**src/rtl/bin_to_bcd_seq.sv**
```systemverilog
// -----------------------------------------------------------------------------
// bin_to_bcd_seq
//   Sequential binary-to-BCD converter (shift-and-add-3 / double dabble).
//   Converts one binary bit per clock. Its packed BCD result feeds the
//   per-digit 7-segment decoders.
//
// Parameters
//   WIDTH   binary input width in bits
//   DIGITS  number of BCD digits produced; 10**DIGITS must exceed 2**WIDTH
//
// Ports
//   clk      in   1          clock, all flops on posedge
//   rst_n    in   1          asynchronous active-low reset
//   start    in   1          request a conversion; ignored while busy
//   bin_in   in   WIDTH      binary value, sampled on the accepting edge
//   busy     out  1          conversion in progress
//   done     out  1          one-cycle pulse; bcd_out valid from this cycle
//   bcd_out  out  4*DIGITS   packed BCD result, digit0 in [3:0]
//   neg      out  1          sign of the last result (0 in unsigned builds)
//
// Build option
//   SIGNED_BCD_EN  when defined, bin_in is two's complement: the magnitude is
//                  converted and neg reports the sign. When undefined, bin_in
//                  is unsigned and neg is tied low.
// -----------------------------------------------------------------------------
module bin_to_bcd_seq #(
    parameter int WIDTH  = 16,
    parameter int DIGITS = 5
) (
    input  logic                  clk,
    input  logic                  rst_n,
    input  logic                  start,
    input  logic [WIDTH-1:0]      bin_in,
    output logic                  busy,
    output logic                  done,
    output logic [4*DIGITS-1:0]   bcd_out,
    output logic                  neg
);

    localparam int BW = 4 * DIGITS;
    localparam int CW = (WIDTH > 1) ? $clog2(WIDTH) : 1;

    localparam logic [1:0] IDLE  = 2'd0;
    localparam logic [1:0] SHIFT = 2'd1;
    localparam logic [1:0] DONE  = 2'd2;

    // Elaboration-time guard: the digit count must hold every WIDTH-bit value,
    // otherwise the top digit would silently lose its carry.
    function automatic bit range_ok();
        logic [127:0] p10;
        logic [127:0] p2;
        p10 = 128'd1;
        p2  = 128'd1 << WIDTH;
        for (int i = 0; i < DIGITS; i++) begin
            p10 = p10 * 128'd10;
            if (p10 > p2) return 1'b1;
        end
        return 1'b0;
    endfunction

    localparam bit RANGE_OK = range_ok();

    if (!RANGE_OK) begin : g_range_err
        $error("bin_to_bcd_seq: DIGITS too small, need 10**DIGITS > 2**WIDTH");
    end

    logic [1:0]          state;
    logic [WIDTH-1:0]    sh;
    logic [BW-1:0]       acc;
    logic [CW-1:0]       cnt;

    logic [BW-1:0]       acc_adj;
    logic [BW+WIDTH-1:0] both_shifted;
    logic [WIDTH-1:0]    load_val;
    logic                accept;
    logic                finish;

    assign busy   = (state == SHIFT);
    assign done   = (state == DONE);
    assign accept = start && (state != SHIFT);
    assign finish = (state == SHIFT) && (cnt == '0);

    // Add-3 correction on every digit that would overflow past 9 when doubled,
    // then one left shift of the combined {acc, sh} register. The bit shifted
    // out of the top digit is the discarded carry.
    always_comb begin
        // NOTE: every combinational output gets a default first, so no path
        // through the block leaves it unassigned and no latch is inferred.
        acc_adj = acc;
        for (int d = 0; d < DIGITS; d++) begin
            if (acc[4*d +: 4] >= 4'd5) begin
                acc_adj[4*d +: 4] = acc[4*d +: 4] + 4'd3;
            end
        end
        both_shifted = {acc_adj, sh} << 1;
    end

`ifdef SIGNED_BCD_EN
    logic neg_pend;
    logic neg_q;

    // Magnitude of a two's complement input; the most-negative value wraps to
    // itself, which read as unsigned is exactly 2**(WIDTH-1).
    assign load_val = bin_in[WIDTH-1] ? (~bin_in + WIDTH'(1)) : bin_in;
    assign neg      = neg_q;

    // The sign is captured at accept but only published with bcd_out, so the
    // outputs never mix the sign of one result with the digits of another.
    always_ff @(posedge clk or negedge rst_n) begin
        if (!rst_n) begin
            neg_pend <= 1'b0;
            neg_q    <= 1'b0;
        end else begin
            if (accept) neg_pend <= bin_in[WIDTH-1];
            if (finish) neg_q    <= neg_pend;
        end
    end
`else
    assign load_val = bin_in;
    assign neg      = 1'b0;
`endif

    always_ff @(posedge clk or negedge rst_n) begin
        // NOTE: the scratch registers are reset along with the control state so
        // an aborted conversion leaves nothing behind; they are few flops, not a
        // memory array, so clearing them is cheap.
        if (!rst_n) begin
            state   <= IDLE;
            sh      <= '0;
            acc     <= '0;
            cnt     <= '0;
            bcd_out <= '0;
        end else begin
            // NOTE: sequential state uses non-blocking assignments so every
            // register here samples pre-edge values regardless of order.
            case (state)
                IDLE, DONE: begin
                    if (start) begin
                        sh    <= load_val;
                        acc   <= '0;
                        cnt   <= CW'(WIDTH - 1);
                        state <= SHIFT;
                    end else begin
                        state <= IDLE;
                    end
                end
                SHIFT: begin
                    acc <= both_shifted[BW+WIDTH-1:WIDTH];
                    sh  <= both_shifted[WIDTH-1:0];
                    if (cnt == '0) begin
                        bcd_out <= both_shifted[BW+WIDTH-1:WIDTH];
                        state   <= DONE;
                    end else begin
                        cnt <= cnt - CW'(1);
                    end
                end
                default: state <= IDLE;
            endcase
        end
    end

endmodule
```
**config.mk**
```make
export PLATFORM = sky130hd
export DESIGN_NAME = bin_to_bcd_seq
export DESIGN_NICKNAME = d
export VERILOG_FILES = /design/src/rtl/bin_to_bcd_seq.sv
export SDC_FILE = /design/constraint.sdc
export NUM_CORES = 1
export LEC_CHECK = 0
export BUFFER_PORTS_ARGS = -buffer_cell sky130_fd_sc_hd__buf_4
export CORE_MARGIN = 5
export CORE_UTILIZATION = 38
export CTS_CLUSTER_DIAMETER = 60
export DETAILED_ROUTE_END_ITERATION = 8
export PLACE_DENSITY = 0.58
export RECOVER_POWER = 100
export SYNTH_ARGS = -nofsm -noshare
export SYNTH_HDL_FRONTEND = slang
export SYNTH_SLANG_ARGS = --single-unit
```
**constraint.sdc**
```tcl
create_clock -name clk -period 3.9 [get_ports clk]
set_input_delay 0.78 -clock clk [delete_from_list [all_inputs] [get_ports clk]]
set_output_delay 0.78 -clock clk [all_outputs]
set_load 0.01 [all_outputs]
```
Yosys cells after proc, flatten, opt, wreduce, memory -nomap -nowiden:

Index checks and enable logic that the tools add are counted.

* input port bits: 19
* bits in registers: 62
* output and inout bits: 23
* word-level logic and storage cells: 43

* eq/ne operators: 5
* mux-type cells: 15
* magnitude comparators: 5
* add/subtract/negate cells: 6
* reduce and logical (&&, ||, !) cells: 7

Operators with widths (number)
* 20-bit case mux with 2 select lines: 1
* 16-bit case mux with 2 select lines: 1
* 4-bit two-way mux: 6
* 4-bit by 3-bit greater-or-equal comparator with 1-bit output (second input constant): 5
* 20-bit two-way mux: 1
* 4-bit by 2-bit adder with 4-bit output (second input constant): 4
* 16-bit two-way mux: 1
* 4-bit case mux with 2 select lines: 1
* 4-bit logical NOT: 1
* 2-bit != test (second input constant): 2
* 2-bit case mux with 2 select lines: 1
* 2-bit AND reduction: 2
* 4-bit by 1-bit subtractor with 4-bit output (second input constant): 1
* 3-bit by 2-bit adder with 3-bit output (second input constant): 1
* 3-bit two-way mux: 1
* 3-bit AND reduction: 1
* 2-bit by 1-bit == test with 1-bit output (second input constant): 1
* 2-bit == test (second input constant): 1
* 2-bit logical NOT: 1
* 2-bit two-way mux: 1
* 2-bit by 1-bit != test with 1-bit output (second input constant): 1
* 2-bit nonzero test: 1
* 2-bit OR reduction: 1
* 1-bit two-way mux: 1

Longest topological paths before layout:

* word-level depth: 4
* gate-level depth with buffers: 8
* gate-level depth less buffers: 6

Worst setup path after synthesis:

No wires, ideal clock.

* path kind: register to output
* from: register state[1]
* to: output busy
* slack: 2.158 ns
* cell stages (with the launch flop): 6
* data required time: 3.120 ns
* path buffers: 3
* data arrival time: 0.962 ns
* cells stage by stage: dfrtp_1 nand2b_1 buf_6 inv_4 buf_4 buf_4

* word-level cells in the longest chain between the ends: 1

Ends and longest elaborated chain
* from (decl): RTL line 67 `logic [1:0] state;`
* from (signal assigned): RTL line 128 `state <= IDLE;`
* from (signal assigned): RTL line 142 `state <= SHIFT;`
* from (signal assigned): RTL line 144 `state <= IDLE;`
* 2-bit by 1-bit == test with 1-bit output: RTL line 78 `assign busy = (state == SHIFT);`
* to (decl): RTL line 34 `output logic busy,`

No other way between the ends.

Worst setup path in the final report:

* from: register state[1]
* to: register bcd_out[17]

* word-level cells in the longest chain between the ends: 2

Ends and longest elaborated chain
* 2-bit by 1-bit == test with 1-bit output: RTL line 136 `case (state)`
* 2-bit AND reduction (no source line)
* to (signal assigned): RTL line 151 `bcd_out <= both_shifted[BW+WIDTH-1:WIDTH];`
* to (decl): RTL line 36 `output logic [4*DIGITS-1:0] bcd_out,`

No other way between the ends.
A chain may end at the register's enable or synchronous reset.

==> impl_metrics.csv <==
group,metric,value,unit
floorplanning,dieHeight,99.36,µm
route,vias_per_cell,4.955,
synth,ys_types,34,
synth,async_flop_share,100.0,%
global_route,antenna_found_initial,0,
critical_path,path_cells,"nand2b_1, inv_4, nand3_1, inv_1, mux2_2",
synth,synthMostInstantiatedCell,"dfrtp_1",
clock_network,cts_buffers,9,
clock_network,worstSkewPairLatency,0.34,ns
pwr,peakVddDrop,0.0003054,V
finish,diodes,0,
critical_path,reg2reg_depth,5,
critical_path,crit_path_start_kind,"flip-flop",
critical_path,critPathCapture,"bcd_out[17]",
critical_path,required,4.12,ns
floorplanning,num_rows,32,
sta,fin_worst_skew,0.007467,ns
pwr,pwr-share-seq,39.8,%
finish,finish.utilization,44.18,%
clock_network,clock-root-buffer,"clkbuf_8",
pwr,pwr-share-clk,20.1,%
floorplanning,initial_core_util,39.06,%
synth,ys_ff_latch,62,
global_route,grt-ovfl-total,0,
sta,tightest_slew,1.559,ns
pwr,power.switching,1.145,mW
clock_network,hold_buffers,0,
global_route,grt_pass1_wl,10470,µm
pwr,combPwrFrac,40.1,%
clock_network,cts_tree,"yes",
critical_path,rrSetupSlack,1.43,ns
pwr,power_density,848.1,nW/µm²
sta,relSlewSlack,-3.954,%
outcome,failed_checks,"capacitance limit, slew limit",
synth,ys_seq_area_share,51.13,%
critical_path,r2r-start,"state[1]",
finish,stdcell_count,441,
clock_network,path_clk_slew,0.07,ns
synth,ys.flop_type,"dfrtp_1",
route,drt_iter0_markers,103,
hold_path,hp-class,"flip-flop to flip-flop",
route,num_vias,2185,
floorplanning,core_area,7767,µm²
route,detail-route-antenna-nets,0,
floorplanning,die_w,99.36,µm
synth,synth_nets,327,
critical_path,timing.critical_path.arrival,2.69,ns
synth,synth_top_cells_by_count,"dfrtp_1, nand2_1, o21ai_0, nor2_1, a31oi_1",
critical_path,timing.critical_path.buf_inv,2,
sta,max_freq,405.4,MHz
critical_path,end_kind,"flip-flop",
clock_network,cts-resized-gates,0,
critical_path,cp.depth,5,
floorplanning,num_io_pins,42,
pwr,cellInternalPower,1.766,mW
placed_design,dpl.hpwl,3933,µm
synth,yosysTopAreaCell,"dfrtp_1",
clock_network,clockBufferDepth,2,
sta,rsz0062_at_grt,"false",
route,routedWlPerCell,13.83,µm
critical_path,cp_slowest_stage_delay,0.64,ns
route,drc,0,
route,first_pass_iters,4,
pwr,power.total,2.911,mW
sta,finalSetupViolations,0,
route,routed_wl,6100,µm
sta,setup_tns,0,ns
pwr,p_leak,1.569,nW
finish,area_growth,13.11,%
finish,finish.instance_area,3432,µm²
synth,ys.warnings.count,0,
placed_design,portBuffers,40,
run,maxCapViolations,1,
critical_path,crit_slowest_cell,"inv_1",
floorplanning,die_area,9871,µm²
critical_path,startpoint,"state[1]",
placed_design,globalplace.congestion,0.7332,
clock_network,cts_setup_buffers,0,
placed_design,dp.cells,425,
critical_path,r2r_end,"bcd_out[17]",
synth,synthesis.area,3034,µm²
synth,synth_edf_count,0,
synth,yosysTopAreaCellShare,51.13,%
synth,synthCells,297,
pwr,swShare,39.34,%
critical_path,path_max_fanout,21,
synth,avgSynthCellArea,10.22,µm²
global_route,grt_max_degree,63,
synth,synth_area_leaders,"dfrtp_1, nand2_1, mux2_4, ha_1, a22o_1",
critical_path,cp_top_family,"buffers and inverters",
global_route,grt_util_all_layers,13.24,%
sta,hold_viol,0,
global_route,grt_pass1_vias,2179,
critical_path,crit_type,"flip-flop to flip-flop",
outcome,status,"finished with violations",
clock_network,h-tree-depth,3,
finish,nets,364,
sta,min_period,2.467,ns
sta,fin_crit_sh,63.25,%
sta,finalMaxSlewViolations,63,
clock_network,cts_sinks,62,
finish,drive_above_1_share,12.39,%
placed_design,place_area,3366,µm²
power by group through the flow:
stage / combinational (mW) / clock (mW) / sequential (mW)
after global placement: 1.28 / 0 / 1.17
after detailed placement: 1.30 / 0 / 1.17
final: 1.17 / 0.586 / 1.16
after CTS: 1.31 / 0.607 / 1.17
after floorplan: 0.938 / 0 / 1.16
after global routing: 1.35 / 0.633 / 1.21
through the flow:
step	hold slack (ns)	worst slack (ns)
6_report	0.4816	1.433
5_1_grt	0.5206	1.105
4_1_cts	0.4952	1.752
3_5_place_dp	0.4779	1.776
3_3_place_gp	0.4708	1.844
2_1_floorplan	0.4665	2.158
how the worst min path moves through the flow:
stage,start,to,slack (ns),depth (start not counted)
2_1_floorplan,sh[0],sh[0],0.47,1
3_3_place_gp,bcd_out[11],bcd_out[11],0.47,2
3_5_place_dp,bcd_out[7],bcd_out[7],0.48,2
4_1_cts,bcd_out[7],bcd_out[7],0.50,2
5_1_grt,bcd_out[18],bcd_out[18],0.52,1
6_report,bcd_out[11],bcd_out[11],0.48,2
cell usage in the layout, fill, tap and decap left out:
cell type and count:
dfrtp_1 62, nand2_1 50, clkbuf_1 25, o21ai_0 24, nor2_1 18, buf_4 17
a31oi_1 16, inv_1 13, a22o_1 12, ha_1 11, clkbuf_8 11, a21oi_1 10
mux2_1 10, nor3b_1 9, nand2b_1 7, nor3_1 6, nand3_1 6, a21oi_2 5
mux2i_1 5, xnor2_1 5, clkinvlp_4 3, nor2b_1 2, o21ai_1 2, inv_4 1
nor3b_2 1, and3_1 1, o211ai_1 1, o31a_1 1, mux2_2 1, conb_1 1
bufinv_16 1, clkinv_2 1, clkbuf_2 1
registers in the layout, summed over array words and instances (netlist names):
signal and count:
acc 20, bcd_out 20, sh 16, cnt 4, state 2
cell type report:
class	count	area (µm²)
fillers	806	4335
flip-flops and latches	62	1551
multi-input cells	204	1262
repair buffers	43	226.5
clock buffers	11	151.4
well taps	102	127.6
clock inverters	5	57.56
inverters	14	55.05
worst register-to-register path: cells and delay by family, from the launching register on:
family / cells / cell delay, ns
and+or+nand+nor: 2 / 0.72
DFF: 1 / 0.38
buffers and inverters: 2 / 0.87
muxes: 1 / 0.40
metal layers:
layer / vias to the layer above / GRT usage, % / share of wire, %
met3: 6 / 4.979 / 6.1
met1: 1035 / 17.91 / 49
met2: 55 / 20.20 / 45
met5: - / 0 / 0
met4: 0 / 3.151 / 0.74
li1: 1089 / - / -
cell families (layout without fill, tap and decap cells):
logic type	after synthesis	after routing	synth area share [%]
xor+xnor	5	5	1.443
fa+ha+maj	11	11	4.536
simple gates	100	100	15.26
buf+inv	31	73	5.732
other cells	1	1	0.1236
compound gates	71	71	14.80
mux	16	16	6.969
flops	62	62	51.13
Power figures use the tool's default switching activity.
